[src/rtl/fib_pkg.sv]
// Shared FIB lookup definitions: default word/pointer widths, the walker
// state encoding, and a saturating counter helper.
// Used by lookup_walker and by the level array.
package fib_pkg;

    localparam int unsigned WORD_SIZE_DEF    = 16;
    localparam int unsigned POINTER_SIZE_DEF = 16;
    localparam int unsigned STAT_W           = 32;

    typedef enum logic [2:0] {
        IDLE  = 3'd0,
        ISSUE = 3'd1,
        WAIT  = 3'd2,
        EVAL  = 3'd3,
        DRAIN = 3'd4,
        DONE  = 3'd5
    } walker_state_t;

    // Increment that sticks at all-ones instead of wrapping.
    function automatic logic [STAT_W-1:0] sat_inc(input logic [STAT_W-1:0] v);
        return (v == '1) ? v : v + STAT_W'(1);
    endfunction

endpackage

[src/rtl/lookup_walker.sv]
// lookup_walker: walks a multi-level FIB one name chunk per level and reports
// the longest prefix match.
//
// Ports
//   clk, rst_n                       clock, async active-low reset
//   chunk_valid_in/chunk_in/
//   chunk_last_in/chunk_ready_out    name chunk stream (one chunk per level)
//   level_req_out/level_sel_out/
//   address_out/lookup_cont_out      one-cycle request to the level array
//   next_pointer_in/is_match_in/
//   no_child_in                      level results, valid LEVEL_LAT cycles
//                                    after the request
//   result_valid_out/result_ready_in/
//   match_found_out/match_depth_out/
//   match_pointer_out                result handshake and payload
//   stat_lookups_out/stat_matches_out  saturating result counters, present
//                                    only when LOOKUP_WALKER_STATS_EN is defined
module lookup_walker
    import fib_pkg::*;
#(
    parameter int unsigned WORD_SIZE    = WORD_SIZE_DEF,
    parameter int unsigned POINTER_SIZE = POINTER_SIZE_DEF,
    parameter int unsigned MAX_LEVELS   = 8,
    parameter int unsigned LEVEL_LAT    = 1
) (
    input  logic                                clk,
    input  logic                                rst_n,
`ifdef LOOKUP_WALKER_STATS_EN
    output logic [STAT_W-1:0]                   stat_lookups_out,
    output logic [STAT_W-1:0]                   stat_matches_out,
`endif
    input  logic                                chunk_valid_in,
    input  logic [WORD_SIZE-1:0]                chunk_in,
    input  logic                                chunk_last_in,
    output logic                                chunk_ready_out,
    output logic [$clog2(MAX_LEVELS+1)-1:0]     level_sel_out,
    output logic [POINTER_SIZE-1:0]             address_out,
    output logic [WORD_SIZE-1:0]                lookup_cont_out,
    output logic                                level_req_out,
    input  logic [POINTER_SIZE-1:0]             next_pointer_in,
    input  logic                                is_match_in,
    input  logic                                no_child_in,
    output logic                                result_valid_out,
    input  logic                                result_ready_in,
    output logic                                match_found_out,
    output logic [$clog2(MAX_LEVELS+1)-1:0]     match_depth_out,
    output logic [POINTER_SIZE-1:0]             match_pointer_out
);

    localparam int unsigned DW        = $clog2(MAX_LEVELS + 1);
    // WAIT counts 0 .. LEVEL_LAT-2; the counter is kept at least one bit wide.
    localparam int unsigned LW        = (LEVEL_LAT > 2) ? $clog2(LEVEL_LAT - 1) : 1;
    localparam int unsigned WAIT_LAST = (LEVEL_LAT > 1) ? LEVEL_LAT - 2 : 0;

    walker_state_t           state_q, state_d;
    logic [WORD_SIZE-1:0]    chunk_q, chunk_d;
    logic                    last_q, last_d;
    logic                    cont_q, cont_d;      // mid-name: keep depth/pointer/match on next chunk
    logic [DW-1:0]           depth_q, depth_d;
    logic [POINTER_SIZE-1:0] ptr_q, ptr_d;
    logic [LW-1:0]           cnt_q, cnt_d;
    logic                    found_q, found_d;
    logic [DW-1:0]           mdepth_q, mdepth_d;
    logic [POINTER_SIZE-1:0] mptr_q, mptr_d;
    logic                    ready_q, ready_d;
    logic                    req_q, req_d;
    logic                    valid_q, valid_d;

    logic                    chunk_fire;
    logic                    terminate;

    assign chunk_fire = chunk_valid_in && ready_q;

    // State and datapath registers.
    always_ff @(posedge clk or negedge rst_n) begin
        if (!rst_n) begin
            state_q  <= IDLE;
            chunk_q  <= '0;
            last_q   <= 1'b0;
            cont_q   <= 1'b0;
            depth_q  <= '0;
            ptr_q    <= '0;
            cnt_q    <= '0;
            found_q  <= 1'b0;
            mdepth_q <= '0;
            mptr_q   <= '0;
            ready_q  <= 1'b0;
            req_q    <= 1'b0;
            valid_q  <= 1'b0;
        end else begin
            state_q  <= state_d;
            chunk_q  <= chunk_d;
            last_q   <= last_d;
            cont_q   <= cont_d;
            depth_q  <= depth_d;
            ptr_q    <= ptr_d;
            cnt_q    <= cnt_d;
            found_q  <= found_d;
            mdepth_q <= mdepth_d;
            mptr_q   <= mptr_d;
            ready_q  <= ready_d;
            req_q    <= req_d;
            valid_q  <= valid_d;
        end
    end

    // Next-state, datapath updates and registered output strobes.
    always_comb begin
        state_d   = state_q;
        chunk_d   = chunk_q;
        last_d    = last_q;
        cont_d    = cont_q;
        depth_d   = depth_q;
        ptr_d     = ptr_q;
        cnt_d     = cnt_q;
        found_d   = found_q;
        mdepth_d  = mdepth_q;
        mptr_d    = mptr_q;
        terminate = no_child_in || last_q || (depth_q == DW'(MAX_LEVELS - 1));

        unique case (state_q)
            IDLE: begin
                if (chunk_fire) begin
                    chunk_d = chunk_in;
                    last_d  = chunk_last_in;
                    if (!cont_q) begin
                        depth_d  = '0;
                        ptr_d    = '0;
                        found_d  = 1'b0;
                        mdepth_d = '0;
                        mptr_d   = '0;
                    end
                    state_d = ISSUE;
                end
            end
            ISSUE: begin
                cnt_d   = '0;
                state_d = (LEVEL_LAT > 1) ? WAIT : EVAL;
            end
            WAIT: begin
                if (cnt_q == LW'(WAIT_LAST)) begin
                    state_d = EVAL;
                end else begin
                    cnt_d = cnt_q + LW'(1);
                end
            end
            EVAL: begin
                // Deeper levels overwrite shallower ones: longest match wins.
                if (is_match_in) begin
                    found_d  = 1'b1;
                    mdepth_d = depth_q + DW'(1);
                    mptr_d   = next_pointer_in;
                end
                if (terminate) begin
                    cont_d  = 1'b0;
                    state_d = last_q ? DONE : DRAIN;
                end else begin
                    cont_d  = 1'b1;
                    ptr_d   = next_pointer_in;
                    depth_d = depth_q + DW'(1);
                    state_d = IDLE;
                end
            end
            DRAIN: begin
                if (chunk_fire && chunk_last_in) begin
                    state_d = DONE;
                end
            end
            DONE: begin
                if (result_ready_in) begin
                    depth_d = '0;
                    ptr_d   = '0;
                    state_d = IDLE;
                end
            end
            default: begin
                state_d = IDLE;
            end
        endcase

        // Strobes are registered from the next state so they align with it.
        ready_d = (state_d == IDLE) || (state_d == DRAIN);
        req_d   = (state_d == ISSUE);
        valid_d = (state_d == DONE);
    end

    assign chunk_ready_out   = ready_q;
    assign level_req_out     = req_q;
    assign level_sel_out     = depth_q;
    assign address_out       = ptr_q;
    assign lookup_cont_out   = chunk_q;
    assign result_valid_out  = valid_q;
    assign match_found_out   = found_q;
    assign match_depth_out   = mdepth_q;
    assign match_pointer_out = mptr_q;

`ifdef LOOKUP_WALKER_STATS_EN
    logic [STAT_W-1:0] lookups_q;
    logic [STAT_W-1:0] matches_q;

    // Result counters, bumped on the result handshake.
    always_ff @(posedge clk or negedge rst_n) begin
        if (!rst_n) begin
            lookups_q <= '0;
            matches_q <= '0;
        end else if (valid_q && result_ready_in) begin
            lookups_q <= sat_inc(lookups_q);
            if (found_q) begin
                matches_q <= sat_inc(matches_q);
            end
        end
    end

    assign stat_lookups_out = lookups_q;
    assign stat_matches_out = matches_q;
`endif

endmodule
[config.mk]
export PLATFORM = sky130hd
export DESIGN_NAME = lookup_walker
export DESIGN_NICKNAME = d
export VERILOG_FILES = /design/src/rtl/fib_pkg.sv /design/src/rtl/lookup_walker.sv
export SDC_FILE = /design/constraint.sdc
export NUM_CORES = 1
export LEC_CHECK = 0
export BUFFER_PORTS_ARGS = -buffer_cell sky130_fd_sc_hd__buf_4
export CAP_MARGIN = 15
export CORE_MARGIN = 2
export CORE_UTILIZATION = 53
export DETAILED_ROUTE_END_ITERATION = 6
export GPL_TIMING_DRIVEN = 0
export PLACE_DENSITY = 0.95
export SYNTH_ARGS = -nofsm -noshare
export SYNTH_HDL_FRONTEND = slang
export SYNTH_SLANG_ARGS = --single-unit
[constraint.sdc]
create_clock -name clk -period 4 [get_ports clk]
set_input_delay 0.4 -clock clk [delete_from_list [all_inputs] [get_ports clk]]
set_output_delay 0.4 -clock clk [all_outputs]
set_load 0.05 [all_outputs]
==> impl_metrics.json, run 1 <==
{
  "diodes": 0,
  "cp-end-kind": "register",
  "hpwlAfterDp_um": 4240,
  "cts.path.max_buffers": 2,
  "ys_seq_area_frac": 0.583,
  "comb_power_share": 0.532,
  "cts_root_buf": "clkbuf_8",
  "cts_made_buffers": 9,
  "cp.required_ns": 4.27,
  "htree_levels": 3,
  "area_delta_synth_final_pct": 37.0,
  "p_leak_nw": 1.98,
  "ant_nets": 0,
  "gr-total-overflow": 0,
  "grt_pass1_vias": 2057,
  "port_buffers": 98,
  "routed_wl_um": 5900,
  "holdBufCountCts": 0,
  "die_area_um2": 5860,
  "grt_pass1_wl_um": 9800,
  "pre_cts_ws_ns": 2.07,
  "setup_viol": 0,
  "reg2reg_from": "level_sel_out[0]",
  "crit_start": "level_sel_out[0]",
  "fin_ws_ns": 2.08,
  "postCtsSetupRepairBufs": 0,
  "vias": 1982,
  "viasPerCell": 5.20,
  "outcome": "complete, no violations",
  "vdd_ir_drop_max_v": 0.000510,
  "dieHeight_um": 76.6,
  "path_depth": 6,
  "crit_chain": "ha_1 > nand3b_1 > a22o_1 > a21oi_2 > buf_6 > a22o_1",
  "cap_violations": 0,
  "synth_cells": 197,
  "crit_fanout": 10,
  "synth_top_cell_area_share": 0.583,
  "cp-start-kind": "register",
  "first_pass_iters": 4,
  "fin_crit_sh": 0.481,
  "finalHoldViolations": 0,
  "clk_pin_slew_ns": 0.07,
  "clock-skew-final_ns": 0.00577,
  "core-area_um2": 5110,
  "ys_types": 35,
  "grt_use_total": 0.215,
  "crit_slowest_cell": "a21oi_2",
  "worst_slew_pin_slew_ns": 0.795,
  "finalPower_mw": 3.47,
  "p_seq_frac": 0.298,
  "post-route-min-period_ns": 1.92,
  "arrival_ns": 2.20,
  "drc": 0,
  "yosys_register_bits": 65,
  "rows": 26,
  "reg2regPathDepth": 6,
  "worst-path-buf-inv": 1,
  "grt_setup_unrepaired": "no",
  "swShare": 0.448,
  "crit_family": "compound AO/OA/AOI/OAI gates",
  "p_per_area_nw_per_um2": 907,
  "instances_no_fill": 381,
  "cts.repair.resized": 0,
  "slowest_delay_ns": 0.43,
  "synth.area.top_cells": "dfrtp_1, mux2_2, a22o_1, mux2_4, and2_1",
  "clk_latency_ns": 0.33,
  "avgSynthCellArea_um2": 14.2,
  "dpl.cell_count": 365,
  "fin_setup_tns_ns": 0,
  "clkPwrFrac": 0.170,
  "cts_num_sinks": 65,
  "p_int_mw": 1.92,
  "slew_viol_final": 0,
  "post-route-util": 0.749,
  "crit_path_frequent_cell": "a22o_1",
  "fp.dieW_um": 76.6,
  "drive_gt1_frac": 0.540,
  "timing.fmax_ghz": 0.520,
  "min_path_type": "input port to asynchronous set/reset pin",
  "max-slew-margin-rel": 0.470,
  "synth_nets": 237,
  "syn_area_um2": 2790,
  "start_util": 0.546,
  "antenna_found_initial": 0,
  "initialDrtViolationCount": 93,
  "place_congestion": 0.800,
  "grt_max_degree": 66,
  "synth_top_area_cell": "dfrtp_1",
  "wl_per_cell_um": 15.5,
  "yosys_warnings": 0,
  "io_pins": 99,
  "final_nets": 346,
  "p_switching_mw": 1.55,
  "cts_tree": "built",
  "worst-setup-path-type": "register to register"
}
[final cells by class]
type | instances | area, um2
Timing Repair Buffer | 98 | 736
Clock inverter | 6 | 82.6
Buffer | 11 | 106
Sequential cell | 65 | 1630
Multi-Input combinational cell | 116 | 1040
Fill cell | 350 | 1280
Inverter | 5 | 18.8
Clock buffer | 10 | 128
Tap cell | 70 | 87.6
[state kept, by name (all words and copies together) (netlist names)]
| name | cells |
|---|---|
| address_out | 16 |
| lookup_cont_out | 16 |
| match_pointer_out | 16 |
| level_sel_out | 4 |
| match_depth_out | 4 |
| state_q | 3 |
| chunk_ready_out | 1 |
| cont_q | 1 |
| last_q | 1 |
| level_req_out | 1 |
| match_found_out | 1 |
| result_valid_out | 1 |
[power by group through the flow]
stage	clock network, mW	registers (mW)	logic (mW)
floorplan	0	1.76	0.603
global placement	0	1.03	1.83
detailed placement	0	1.04	1.86
CTS	0.602	1.03	1.86
global route	0.625	1.07	1.94
finish	0.589	1.03	1.85
[logic make-up after synthesis]
logic type,Yosys count,share of synthesized area
flops,65,0.583
simple gates,42,0.101
mux,38,0.164
compound gates,32,0.0933
buf+inv,16,0.0448
xor+xnor,3,0.00942
fa+ha+maj,1,0.00448
[cells in the final DEF, fill, tap and decap left out, types with 2 or more instances in the layout]
cell type,n
buf_4,99
clkbuf_1,2
buf_6,8
nand3_1,2
clkinv_2,3
a21oi_1,5
o21ai_0,2
bufinv_16,2
nand3b_1,2
a22o_1,19
nand2_1,3
clkbuf_8,9
inv_1,5
and2_1,17
mux2_4,8
dfrtp_1,65
nor2_1,6
mux2_2,30
xnor2_1,2
nand2b_1,3
[final timing paths]
| path | endpoint | slack, ns |
|---|---|---|
| min | lookup_cont_out[6] | 0.14 |
| max in group asynchronous | result_valid_out | 3.32 |
| min reg2reg | lookup_cont_out[7] | 0.51 |
| min in group clk | match_found_out | 0.29 |
| max | address_out[13] | 2.08 |
| max reg2reg | address_out[13] | 2.08 |
[layer usage]
metal,routed length [um],GRT usage,vias to the layer above
met5,0,0,-
met4,112,0.105,0
met3,413,0.0652,12
met2,2870,0.348,78
met1,2500,0.262,972
li1,-,-,920
[synth_stat cells]
master	number
a21o_1	1
clkbuf_1	1
or2_1	1
nand2_1	3
xnor2_1	2
mux2_4	8
or3_4	1
ha_1	1
a21oi_4	1
buf_4	1
nor4_1	1
a21oi_2	1
nor2b_4	1
o21ai_0	2
or3_1	1
and2_1	17
nor4b_2	1
and3_1	1
nand3_1	2
buf_2	1
a22o_1	19
mux2_2	30
nand2b_1	3
buf_6	8
nor3b_2	1
nand3b_1	2
o221ai_1	1
nand3b_4	1
inv_1	5
a21oi_1	5
nor2_1	6
a32oi_1	1
xor2_1	1
a221oi_1	1
dfrtp_1	65
[per-stage QoR]
step	hold WS, ns	area, um2
floorplan	0.104	2790
finish	0.136	3820
global placement	0.488	3610
global route	0.210	3820
CTS	0.173	3820
detailed placement	0.494	3610
(Power assumes the default switching activity.)
==> inputs of run 2 (changes only) <==
- ABC_AREA: not set -> 1
- CORE_UTILIZATION: 53 -> 45
- PLACE_DENSITY: 0.95 -> 0.87
- clock period: 4 -> 1.7 ns (I/O delays scaled with it)
==> impl_metrics.json, run 2 <==
{
  "grt_use_total": 0.213,
  "cp-start-kind": "register",
  "slew_viol_final": 0,
  "clock-skew-final_ns": 0.00533,
  "outcome": "complete, no violations",
  "pre_cts_ws_ns": 0.173,
  "p_leak_nw": 2.30,
  "antenna_found_initial": 0,
  "rows": 28,
  "initialDrtViolationCount": 109,
  "cts_made_buffers": 9,
  "max-slew-margin-rel": 0.467,
  "grt_pass1_wl_um": 11800,
  "hold_ws_ns": 0.0211,
  "yosys_warnings": 0,
  "cp.required_ns": 1.98,
  "syn_area_um2": 2850,
  "layout_common_cells": "nand2_1, buf_4, dfrtp_1",
  "cts_tree": "built",
  "avgSynthCellArea_um2": 8.21,
  "setup_viol": 0,
  "cts.path.max_buffers": 2,
  "place_congestion": 0.842,
  "fin_ws_ns": 0.130,
  "area_delta_synth_final_pct": 36.2,
  "synth.most_common_cell": "nand2_1",
  "grt_pass1_vias": 2673,
  "worst-path-buf-inv": 1,
  "clk_latency_ns": 0.34,
  "clk_pin_slew_ns": 0.07,
  "crit_slowest_cell": "dfrtp_1",
  "io_pins": 99,
  "fin_setup_tns_ns": 0,
  "cap_violations": 0,
  "p_per_area_nw_per_um2": 2270,
  "viasPerCell": 4.85,
  "start_util": 0.473,
  "grt_max_degree": 66,
  "fp.dieW_um": 83.6,
  "timing.fmax_ghz": 0.637,
  "cts_num_sinks": 65,
  "regArea_um2": 1630,
  "min_path_type": "input port to register",
  "ys.flop_type": "dfrtp_1",
  "crit_chain": "ha_1 > nand3_1 > nand2_1 > a21oi_1 > buf_2 > nand3_1 > nand2_1",
  "port_buffers": 98,
  "drc": 0,
  "fillCellCount": 511,
  "htree_levels": 3,
  "core-area_um2": 6030,
  "ant_nets": 0,
  "synth.area.top_cells": "dfrtp_1, nand2_1, nand3_1, nor2_1, inv_1",
  "dieHeight_um": 83.6,
  "grt_setup_unrepaired": "no",
  "yosys_register_bits": 65,
  "final_nets": 498,
  "synthTopCellsByCount": "nand2_1, dfrtp_1, nand3_1",
  "finalHoldViolations": 0,
  "arrival_ns": 1.85,
  "first_pass_iters": 4,
  "post-route-min-period_ns": 1.57,
  "gr-total-overflow": 0,
  "ys_seq_area_frac": 0.571,
  "hpwlAfterDp_um": 5050,
  "layout_commonest_cell": "nand2_1",
  "die_area_um2": 6980,
  "worst_slew_pin_slew_ns": 0.799,
  "synth-edff-count": 0,
  "drive_gt1_frac": 0.307,
  "diodes": 0,
  "synth_top_cell_area_share": 0.571,
  "cp-end-kind": "register",
  "postCtsSetupRepairBufs": 0,
  "ys_types": 20,
  "vias": 2607,
  "routed_wl_um": 6910,
  "slowest_delay_ns": 0.43,
  "wl_per_cell_um": 12.8,
  "synth_cells": 347,
  "crit_family": "flip-flops",
  "async_flop_share": 1.00,
  "finalPower_mw": 8.82,
  "cts_root_buf": "clkbuf_8",
  "synth_nets": 387,
  "vdd_ir_drop_max_v": 0.00129,
  "multi_input_area_um2": 993,
  "crit_fanout": 10,
  "fin_crit_sh": 0.923,
  "synth_top_area_cell": "dfrtp_1",
  "worst-setup-path-type": "register to register"
}
## run 2: cell types whose count changed after synthesis, moves of 17 or more
cell     delta
a22o_1     -19
inv_1      +20
mux2_2     -30
nand2_1   +142
nand3_1    +44
nor2_1     +25
and2_1     -17
## run 2: path summary, 6_finish.rpt
check                                       from              endpoint  slack [ns]  cells after the start
worst min register to register    address_out[5]        address_out[5]        0.47                      2
worst min-delay path                 chunk_in[4]    lookup_cont_out[4]        0.02                      3
worst max-delay path            level_sel_out[0]        address_out[5]        0.13                      7
worst max register to register  level_sel_out[0]        address_out[5]        0.13                      7
min in group asynchronous                  rst_n  match_pointer_out[9]        0.45                      2
max in group asynchronous                  rst_n        address_out[3]        0.72                      2
## run 2: logic make-up (layout without fill, tap and decap cells)
kind of cell | Yosys count | after routing | share of synthesized area
adders and majority gates | 1 | 1 | 0.00439
xor gates and xnor gates | 1 | 1 | 0.00308
buffers and inverters | 46 | 162 | 0.0800
DFF | 65 | 65 | 0.571
AOI/OAI and AO/OA | 3 | 3 | 0.00615
and+or+nand+nor | 231 | 231 | 0.335
## run 2: what timing repair did
action | 4_1_cts | 5_1_grt
hold buffers | 1 | 1
resized for setup | 0 | 0
hold endpoints to repair | 65 | 1
## run 2: power by group
group          internal (mW)  total, mW  switching [mW]
Clock                  0.600       1.18           0.578
Combinational           1.48       5.08            3.60
Sequential              2.16       2.56           0.398
## run 2: worst min-delay path: cells and delay by family
kind | cells | cell delay, ns
buf+inv | 1 | 0.08
simple gates | 2 | 0.08
## run 2: area by class of cell
| class | count | share of cell area |
|---|---|---|
| plain buffers | 16 | 0.0290 |
| clock buffers | 11 | 0.0390 |
| clock inverters | 5 | 0.00774 |
| inverters | 30 | 0.0297 |
| multi-input cells | 236 | 0.256 |
| flip-flops and latches | 65 | 0.419 |
| well taps | 75 | 0.0242 |
| repair buffers | 100 | 0.195 |
## run 2: stage by stage
stage,instance area [um2],utilization,cells
global route,3880,0.644,538
CTS,3870,0.642,537
finish,3880,0.644,538
floorplan,2850,-,347
detailed placement,3680,0.610,520
global placement,3680,0.610,520
## run 2: metal layers
layer / vias to the layer above / GRT usage / routed length, um
li1: 1289 / - / -
met1: 1203 / 0.254 / 2900
met2: 104 / 0.337 / 3180
met3: 11 / 0.102 / 674
met4: 0 / 0.0777 / 149
met5: - / 0 / 0
